===== config.mk =====
export PLATFORM = sky130hd
export DESIGN_NAME = scc_sram_initiator
export DESIGN_NICKNAME = d
export VERILOG_FILES = /design/src/rtl/scc_pkg.sv /design/src/rtl/scc_address_decoder.sv /design/src/rtl/scc_sram_initiator.sv
export SDC_FILE = /design/constraint.sdc
export NUM_CORES = 1
export LEC_CHECK = 0
export CORE_UTILIZATION = 45
export DETAILED_ROUTE_END_ITERATION = 7
export MAX_ROUTING_LAYER = met4
export PLACE_DENSITY = 0.78
export SYNTH_ARGS = -nofsm -noshare
export SYNTH_HDL_FRONTEND = slang
export SYNTH_SLANG_ARGS = --single-unit

===== constraint.sdc =====
create_clock -name clk -period 2.36 [get_ports clk]
set_input_delay 0.236 -clock clk [delete_from_list [all_inputs] [get_ports clk]]
set_output_delay 0.236 -clock clk [all_outputs]
set_load 0.01 [all_outputs]

===== src/rtl/scc_pkg.sv =====
// Shared definitions for the SCC wave-RAM initiator: FSM encodings,
// timing limits, decode limits and the request record.
package scc_pkg;

  typedef enum logic [1:0] {
    ST_IDLE  = 2'd0,
    ST_ISSUE = 2'd1,
    ST_WAIT  = 2'd2,
    ST_RESP  = 2'd3
  } state_t;

  // Number of consecutive WAIT cycles without sram_q_en before giving up
  localparam int unsigned TIMEOUT_LIMIT = 4;
  localparam logic [2:0]  TIMEOUT_LAST  = 3'(TIMEOUT_LIMIT - 1);

  // Value returned for reads that do not reach the wave RAM
  localparam logic [7:0]  NON_SRAM_RDATA = 8'hFF;

  // Highest wave-RAM offset in each memory map
  localparam logic [7:0]  SCC_SRAM_LIMIT  = 8'h7F;
  localparam logic [7:0]  SCCI_SRAM_LIMIT = 8'h9F;

  // One decoded bus request, as held in the queue or issued to the RAM
  typedef struct packed {
    logic       write;
    logic       is_sram;
    logic [2:0] id;
    logic [4:0] a;
    logic [7:0] d;
  } req_t;

endpackage


===== src/rtl/scc_address_decoder.sv =====
// Combinational SCC / SCC-I register-window decoder: splits a byte offset
// into a wave-RAM channel and address, and flags offsets outside the RAM.
module scc_address_decoder
  import scc_pkg::*;
(
  input  logic [7:0] address,
  input  logic       mode,
  input  logic       scci_only,
  output logic       is_sram,
  output logic [2:0] id,
  output logic [4:0] a
);

  // SCC-I maps five channels over 0x00-0x9F, plain SCC only four over 0x00-0x7F
  always_comb begin
    a = address[4:0];
    if (mode || scci_only) begin
      is_sram = (address <= SCCI_SRAM_LIMIT);
      id      = address[7:5];
    end else begin
      is_sram = (address <= SCC_SRAM_LIMIT);
      id      = {1'b0, address[6:5]};
    end
  end

endmodule


===== src/rtl/scc_sram_initiator.sv =====
// Bus-to-wave-RAM initiator for the SCC sound chip: decodes register
// accesses, issues single-cycle RAM strobes, waits for read data with a
// timeout, and buffers one request that arrives while busy.
module scc_sram_initiator
  import scc_pkg::*;
#(
  parameter bit DECODE_SCCI_ONLY = 1'b0
) (
  input  logic       clk,
  input  logic       nreset,
  input  logic [7:0] bus_address,
  input  logic [7:0] bus_wdata,
  input  logic       bus_rd_req,
  input  logic       bus_wr_req,
  input  logic       reg_scci_enable,
  input  logic       err_clear,
  output logic [7:0] bus_rdata,
  output logic       bus_rdata_en,
  output logic       bus_busy,
  output logic       err_overflow,
  output logic       err_timeout,
  output logic [2:0] sram_id,
  output logic [4:0] sram_a,
  output logic [7:0] sram_d,
  output logic       sram_oe,
  output logic       sram_we,
  input  logic [7:0] sram_q,
  input  logic       sram_q_en
);

  state_t     state, state_next;
  logic [2:0] cnt, cnt_next;
  logic       q_valid;
  req_t       q_req;
  logic       cur_write, cur_is_sram;

  logic       dec_is_sram;
  logic [2:0] dec_id;
  logic [4:0] dec_a;

  req_t       in_req, issue_req;
  logic       in_valid, in_taken;
  logic       issue, q_pop, q_push;
  logic       resp_load, timeout_evt, overflow_evt;
  logic [7:0] resp_data;

  scc_address_decoder u_decoder (
    .address   (bus_address),
    .mode      (reg_scci_enable),
    .scci_only (DECODE_SCCI_ONLY),
    .is_sram   (dec_is_sram),
    .id        (dec_id),
    .a         (dec_a)
  );

  assign bus_busy = (state != ST_IDLE) || q_valid;

  // Form the incoming request; a write wins over a simultaneous read, and a
  // write outside the RAM is simply ignored
  always_comb begin
    in_req   = '{write: bus_wr_req, is_sram: dec_is_sram, id: dec_id, a: dec_a, d: bus_wdata};
    in_valid = bus_wr_req ? dec_is_sram : bus_rd_req;
  end

  // Next-state logic: choose what to issue, when to respond and how the queue moves
  always_comb begin
    state_next  = state;
    cnt_next    = cnt;
    issue       = 1'b0;
    issue_req   = q_req;
    q_pop       = 1'b0;
    in_taken    = 1'b0;
    resp_load   = 1'b0;
    resp_data   = NON_SRAM_RDATA;
    timeout_evt = 1'b0;
    case (state)
      ST_IDLE: begin
        if (q_valid) begin
          issue = 1'b1;
          q_pop = 1'b1;
        end else if (in_valid) begin
          issue     = 1'b1;
          issue_req = in_req;
          in_taken  = 1'b1;
        end
      end
      ST_ISSUE: begin
        if (!cur_write) begin
          state_next = ST_WAIT;
          cnt_next   = '0;
        end else if (q_valid) begin
          issue = 1'b1;
          q_pop = 1'b1;
        end else begin
          state_next = ST_IDLE;
        end
      end
      ST_WAIT: begin
        if (!cur_is_sram) begin
          resp_load = 1'b1;
        end else if (sram_q_en) begin
          resp_load = 1'b1;
          resp_data = sram_q;
        end else if (cnt == TIMEOUT_LAST) begin
          resp_load   = 1'b1;
          timeout_evt = 1'b1;
        end else begin
          cnt_next = cnt + 3'd1;
        end
        if (resp_load) begin
          state_next = ST_RESP;
          cnt_next   = '0;
        end
      end
      ST_RESP: begin
        if (q_valid) begin
          issue = 1'b1;
          q_pop = 1'b1;
        end else begin
          state_next = ST_IDLE;
        end
      end
      default: state_next = ST_IDLE;
    endcase
    if (issue) begin
      state_next = ST_ISSUE;
    end
    // The slot is free if empty or being drained this cycle
    q_push       = in_valid && !in_taken && (!q_valid || q_pop);
    overflow_evt = (bus_rd_req && bus_wr_req) || (in_valid && !in_taken && q_valid && !q_pop);
  end

  // State register, timeout counter, queue slot and current-transaction type
  always_ff @(posedge clk or negedge nreset) begin
    if (!nreset) begin
      state       <= ST_IDLE;
      cnt         <= '0;
      q_valid     <= 1'b0;
      q_req       <= '0;
      cur_write   <= 1'b0;
      cur_is_sram <= 1'b0;
    end else begin
      state <= state_next;
      cnt   <= cnt_next;
      if (issue) begin
        cur_write   <= issue_req.write;
        cur_is_sram <= issue_req.is_sram;
      end
      if (q_push) begin
        q_valid <= 1'b1;
        q_req   <= in_req;
      end else if (q_pop) begin
        q_valid <= 1'b0;
      end
    end
  end

  // Registered RAM strobes, read response and sticky error flags
  always_ff @(posedge clk or negedge nreset) begin
    if (!nreset) begin
      sram_we      <= 1'b0;
      sram_oe      <= 1'b0;
      sram_id      <= '0;
      sram_a       <= '0;
      sram_d       <= '0;
      bus_rdata    <= '0;
      bus_rdata_en <= 1'b0;
      err_overflow <= 1'b0;
      err_timeout  <= 1'b0;
    end else begin
      sram_we      <= issue && issue_req.is_sram && issue_req.write;
      sram_oe      <= issue && issue_req.is_sram && !issue_req.write;
      bus_rdata_en <= resp_load;
      if (issue && issue_req.is_sram) begin
        sram_id <= issue_req.id;
        sram_a  <= issue_req.a;
        sram_d  <= issue_req.d;
      end
      if (resp_load) begin
        bus_rdata <= resp_data;
      end
      if (overflow_evt) begin
        err_overflow <= 1'b1;
      end else if (err_clear) begin
        err_overflow <= 1'b0;
      end
      if (timeout_evt) begin
        err_timeout <= 1'b1;
      end else if (err_clear) begin
        err_timeout <= 1'b0;
      end
    end
  end

endmodule

==> flow_summary.html <==
<table>
<tr><th>Metric</th><th>Value</th></tr>
<tr><th colspan="2">Floorplan</th></tr>
<tr><td>Core area</td><td>0.00557 mm²</td></tr>
<tr><td>Number of ports placed on the die boundary</td><td>61</td></tr>
<tr><td>Initial core utilization</td><td>47.4%</td></tr>
<tr><td>Total number of placement rows</td><td>27</td></tr>
<tr><td>Die footprint</td><td>slightly above 0.006 mm²</td></tr>
<tr><td>Height of the chip</td><td>~80 µm</td></tr>
<tr><td>Floorplan die width</td><td>78.6 µm</td></tr>
<tr><th colspan="2">Worst setup path</th></tr>
<tr><td>Largest driver fanout on the critical path</td><td>6</td></tr>
<tr><td>Data arrival at the endpoint of the critical path</td><td>1.98 ns</td></tr>
<tr><td>Startpoint of the lowest-slack register-to-register path</td><td>state[1]</td></tr>
<tr><td>Worst setup path class</td><td>flip-flop to output port</td></tr>
<tr><td>Peak per-stage delay on the critical path</td><td>0.50 ns</td></tr>
<tr><td>Critical path data required time</td><td>roughly 2.1 ns</td></tr>
<tr><td>R2r endpoint</td><td>q_req[12]</td></tr>
<tr><td>Critical-path cell list</td><td>inv_1, ha_1, nor2b_2, inv_2, clkdlybuf4s50_1</td></tr>
<tr><td>Endpoint type of the worst setup path</td><td>output port</td></tr>
<tr><td>Worst R2R Path Depth</td><td>7</td></tr>
<tr><td>Minimum setup slack among reg-to-reg paths</td><td>0.15 ns</td></tr>
<tr><td>Cell with the largest stage delay on the worst path</td><td>sky130_fd_sc_hd__clkdlybuf4s50_1</td></tr>
<tr><td>Kind of start point of the critical path</td><td>flip-flop</td></tr>
<tr><th colspan="2">Detailed routing</th></tr>
<tr><td>Number of remaining DRC errors</td><td>0</td></tr>
<tr><td>Remaining antenna violation count after routing</td><td>0</td></tr>
<tr><td>Initial DRT Pass Iterations</td><td>4</td></tr>
<tr><td>Detail-routed net length per standard cell</td><td>14.6 µm</td></tr>
<tr><td>Number of vias per cell</td><td>5.23</td></tr>
<tr><td>Initial drt markers</td><td>111</td></tr>
<tr><td>Total detailed-routing wirelength</td><td>a little over 5 mm</td></tr>
<tr><td>Detailed-route via count</td><td>1855</td></tr>
<tr><th colspan="2">Logic synthesis</th></tr>
<tr><td>Async set or reset register ratio after synthesis</td><td>between 90% and 100%</td></tr>
<tr><td>Most numerous cell in the Yosys netlist</td><td>sky130_fd_sc_hd__dfrtp_1</td></tr>
<tr><td>Largest family of logic cells by synthesized area</td><td>multiplexers</td></tr>
<tr><td>Average cell area after synthesis</td><td>12.6 µm²</td></tr>
<tr><td>Area contributors post-synth</td><td>sky130_fd_sc_hd__dfrtp_1, sky130_fd_sc_hd__mux2_2, sky130_fd_sc_hd__ha_1, sky130_fd_sc_hd__nand2_1, sky130_fd_sc_hd__o21ai_0</td></tr>
<tr><td>Top cells by instance count after synthesis</td><td>sky130_fd_sc_hd__dfrtp_1, sky130_fd_sc_hd__mux2_2, sky130_fd_sc_hd__nand2_1, sky130_fd_sc_hd__o21ai_0, sky130_fd_sc_hd__nor2_1</td></tr>
<tr><td>Largest area contributor in the synthesized netlist</td><td>sky130_fd_sc_hd__dfrtp_1</td></tr>
<tr><td>Synth Cell Area</td><td>0.00264 mm²</td></tr>
<tr><td>Most instantiated flip-flop cell in the synthesis netlist</td><td>sky130_fd_sc_hd__dfrtp_1</td></tr>
<tr><td>Share of the synthesized area in compound gates (AO/OA/AOI/OAI)</td><td>approximately 11%</td></tr>
<tr><td>Instance count of the mapped netlist</td><td>210</td></tr>
<tr><td>Yosys top cell area share</td><td>between 50% and 60%</td></tr>
<tr><td>Syn nets</td><td>247</td></tr>
<tr><td>Simple-gate share of the synthesized area</td><td>about a tenth</td></tr>
<tr><td>EDFF count, synth</td><td>0</td></tr>
<tr><td>XOR/XNOR Fraction of Synth Area</td><td>0%</td></tr>
<tr><td>Sequential-to-total area share from yosys stat</td><td>52.1%</td></tr>
<tr><td>Multiplexer share of the synthesized area</td><td>21.0%</td></tr>
<tr><td>Synth warnings</td><td>0</td></tr>
<tr><td>Fraction of the mapped netlist area in adder cells</td><td>2.84%</td></tr>
<tr><td>Distinct cell type count of the synthesized netlist</td><td>40</td></tr>
<tr><td>#FFs+latches synth</td><td>55</td></tr>
<tr><th colspan="2">Place</th></tr>
<tr><td>Number of placed instances, taps included</td><td>346</td></tr>
<tr><td>Routability congestion estimate from global placement</td><td>0.909</td></tr>
<tr><td>Port Buffer Count</td><td>60</td></tr>
<tr><td>Total half-perimeter wirelength after legalization and detailed placement</td><td>3.77 mm</td></tr>
<tr><th colspan="2">Clock network</th></tr>
<tr><td>Post-CTS Setup Repair Bufs</td><td>0</td></tr>
<tr><td>Clock Latency Late Sink</td><td>0.31 ns</td></tr>
<tr><td>Post-cts sizing count</td><td>0</td></tr>
<tr><td>Number of buffers created by CTS</td><td>5</td></tr>
<tr><td>Clk sinks</td><td>55</td></tr>
<tr><td>Clock Path Buffers</td><td>2</td></tr>
<tr><td>Quantity of hold-fixing buffers added after cts</td><td>1</td></tr>
<tr><td>Maximum level of the CTS H-tree</td><td>2</td></tr>
<tr><td>Clock root buffer master</td><td>sky130_fd_sc_hd__clkbuf_8</td></tr>
<tr><td>Clock-pin slew on the worst setup and hold paths</td><td>about 0.10 ns</td></tr>
<tr><td>CTS tree</td><td>done</td></tr>
<tr><th colspan="2">Final layout</th></tr>
<tr><td>Final core utilization</td><td>63.0%</td></tr>
<tr><td>Layout cell share with drive strength beyond 1</td><td>between 20 and 30%</td></tr>
<tr><td>Filler cell count in the final layout</td><td>between 400 and 500</td></tr>
<tr><td>Final net count</td><td>319</td></tr>
<tr><td>Antenna cells</td><td>0</td></tr>
<tr><td>Post-Layout Cell Count</td><td>355</td></tr>
<tr><td>Syn-to-layout area delta</td><td>33.0%</td></tr>
<tr><th colspan="2">Power</th></tr>
<tr><td>Leak</td><td>around 1.5 nW</td></tr>
<tr><td>Sequential cell fraction of total power</td><td>33.9%</td></tr>
<tr><td>Combinational share of power</td><td>51.2%</td></tr>
<tr><td>Power Density</td><td>1390 mW/mm²</td></tr>
<tr><td>Proportion of total power due to net switching</td><td>32.6%</td></tr>
<tr><td>Clock network fraction of total power</td><td>between 10% and 20%</td></tr>
<tr><td>Switch Pwr</td><td>0.00159 W</td></tr>
<tr><td>Internal power component</td><td>0.00330 W</td></tr>
<tr><td>Worst VDD drop</td><td>0.649 mV</td></tr>
<tr><th colspan="2">Timing</th></tr>
<tr><td>Peak Freq</td><td>0.451 GHz</td></tr>
<tr><td>Tmin final</td><td>2.22 ns</td></tr>
<tr><td>Slew at the pin closest to its max-slew limit</td><td>0.634 ns</td></tr>
<tr><td>Skew final</td><td>between 0.006 and 0.007 ns</td></tr>
<tr><td>Worst rel slew slack</td><td>57.7%</td></tr>
<tr><td>Fraction of the cycle the final worst path needs</td><td>93.9%</td></tr>
<tr><td>Hold Violations, Final</td><td>0</td></tr>
<tr><td>Unrepaired setup endpoints after global routing</td><td>false</td></tr>
<tr><td>Setup TNS</td><td>0 ns</td></tr>
<tr><td>Setup Viol. Count Final</td><td>0</td></tr>
<tr><td>Slew Viols, Final</td><td>0</td></tr>
<tr><th colspan="2">Hold path</th></tr>
<tr><td>Kind of path behind the tightest hold check</td><td>input pin to async pin</td></tr>
<tr><th colspan="2">Global route</th></tr>
<tr><td>Initial antenna violation count</td><td>0</td></tr>
<tr><td>Via count of the first global-routing pass</td><td>1924</td></tr>
<tr><td>Maximum number of pins on one net before global-route repair</td><td>30</td></tr>
<tr><td>First-pass GRT wire length</td><td>8.92 mm</td></tr>
<tr><td>Total Routing Usage GR</td><td>19.1%</td></tr>
<tr><td>Overall overflow remaining after global route</td><td>0</td></tr>
<tr><th colspan="2">Flow run</th></tr>
<tr><td>Max-cap violation count</td><td>0</td></tr>
<tr><th colspan="2">Run status</th></tr>
<tr><td>Status</td><td>completed</td></tr>
</table>
## power groups by stage
stage,Clock [W],Combinational (W),Sequential [W]
floorplan,0,0.00151,0.00173
global placement,0,0.00245,0.00166
detailed placement,0,0.00253,0.00167
CTS,0.000749,0.00253,0.00166
global route,0.000786,0.00273,0.00171
finish,0.000728,0.00250,0.00166
## critical path: cells and delay by family, from the launching register on
family,cells,cell delay [ns]
adders and majority gates,1,0.19
buffers and inverters,3,0.74
DFF,1,0.45
and+or+nand+nor,1,0.29
## layout make-up
class                           instances  area (µm²)  area share [%]
Clock inverter                          2        60.1            1.71
Timing Repair Buffer                   69         691            19.7
Multi-Input combinational cell        140        1180            33.7
Tap cell                               72        90.1            2.56
Clock buffer                            6        72.6            2.07
Inverter                               11        41.3            1.18
Sequential cell                        55        1380            39.2
## state kept, by name, indices dropped and copies added (netlist names)
| signal | cells |
|---|---|
| sram_oe | 1 |
| cur_is_sram | 1 |
| cur_write | 1 |
| q_valid | 1 |
| err_timeout | 1 |
| sram_a | 5 |
| bus_rdata_en | 1 |
| state | 2 |
| err_overflow | 1 |
| sram_id | 3 |
| q_req | 18 |
| cnt | 3 |
| sram_we | 1 |
| bus_rdata | 8 |
| sram_d | 8 |
## how the worst max path moves through the flow
stage | cells after the start | slack (ns) | to | start
2_1_floorplan | 8 | 0.28 | sram_a[0] | state[0]
3_3_place_gp | 5 | 0.06 | sram_id[1] | bus_wr_req
3_5_place_dp | 5 | 0.02 | sram_d[1] | bus_wr_req
4_1_cts | 5 | 0.13 | bus_busy | state[1]
5_1_grt | 5 | 0.04 | bus_busy | state[1]
6_report | 5 | 0.14 | bus_busy | state[1]
## metrics by stage
stage          total power [W]  worst slack (ns)  cell area [µm²]  hold slack (ns)
4_1_cts                0.00494             0.129             3510            0.477
3_3_place_gp           0.00411            0.0589             3370            0.286
3_5_place_dp           0.00420            0.0214             3370            0.287
6_report               0.00489             0.144             3510            0.470
5_1_grt                0.00523            0.0372             3510            0.516
2_1_floorplan          0.00325             0.281             2640          -0.0596
## layout by cell type (no fill, tap or decap), types with 2 or more instances in the layout
cell type / instances
sky130_fd_sc_hd__ha_1: 6
sky130_fd_sc_hd__nand2_1: 18
sky130_fd_sc_hd__mux2_2: 48
sky130_fd_sc_hd__nor3_1: 2
sky130_fd_sc_hd__o2111ai_2: 2
sky130_fd_sc_hd__o22ai_1: 2
sky130_fd_sc_hd__buf_4: 6
sky130_fd_sc_hd__nor2b_1: 2
sky130_fd_sc_hd__or3_1: 2
sky130_fd_sc_hd__a21boi_0: 2
sky130_fd_sc_hd__dfrtp_1: 55
sky130_fd_sc_hd__a21o_1: 2
sky130_fd_sc_hd__clkdlybuf4s50_1: 59
sky130_fd_sc_hd__o221ai_1: 2
sky130_fd_sc_hd__o2bb2ai_1: 2
sky130_fd_sc_hd__o21ai_0: 13
sky130_fd_sc_hd__buf_12: 2
sky130_fd_sc_hd__clkbuf_8: 5
sky130_fd_sc_hd__bufinv_16: 2
sky130_fd_sc_hd__inv_1: 10
sky130_fd_sc_hd__or2_2: 2
sky130_fd_sc_hd__nand2b_1: 3
sky130_fd_sc_hd__and2_1: 3
sky130_fd_sc_hd__nor2_1: 12
## layer usage
layer	share of wire (%)	track usage, %	up-vias	routed length (µm)
met2	46	28.4	64	2400
met3	6.9	5.81	7	358
met4	0.97	5.74	0	50
li1	-	-	885	-
met1	46	25.0	899	2360
met5	0	-	-	0
## cell families after synthesis
logic type               Yosys count
adder cells (fa/ha/maj)            6
flip-flops                        55
AND/OR/NAND/NOR                   49
multiplexers                      49
AO/OA/AOI/OAI                     36
buffers and inverters             15
Note: power is estimated with default switching activity, not from simulation.
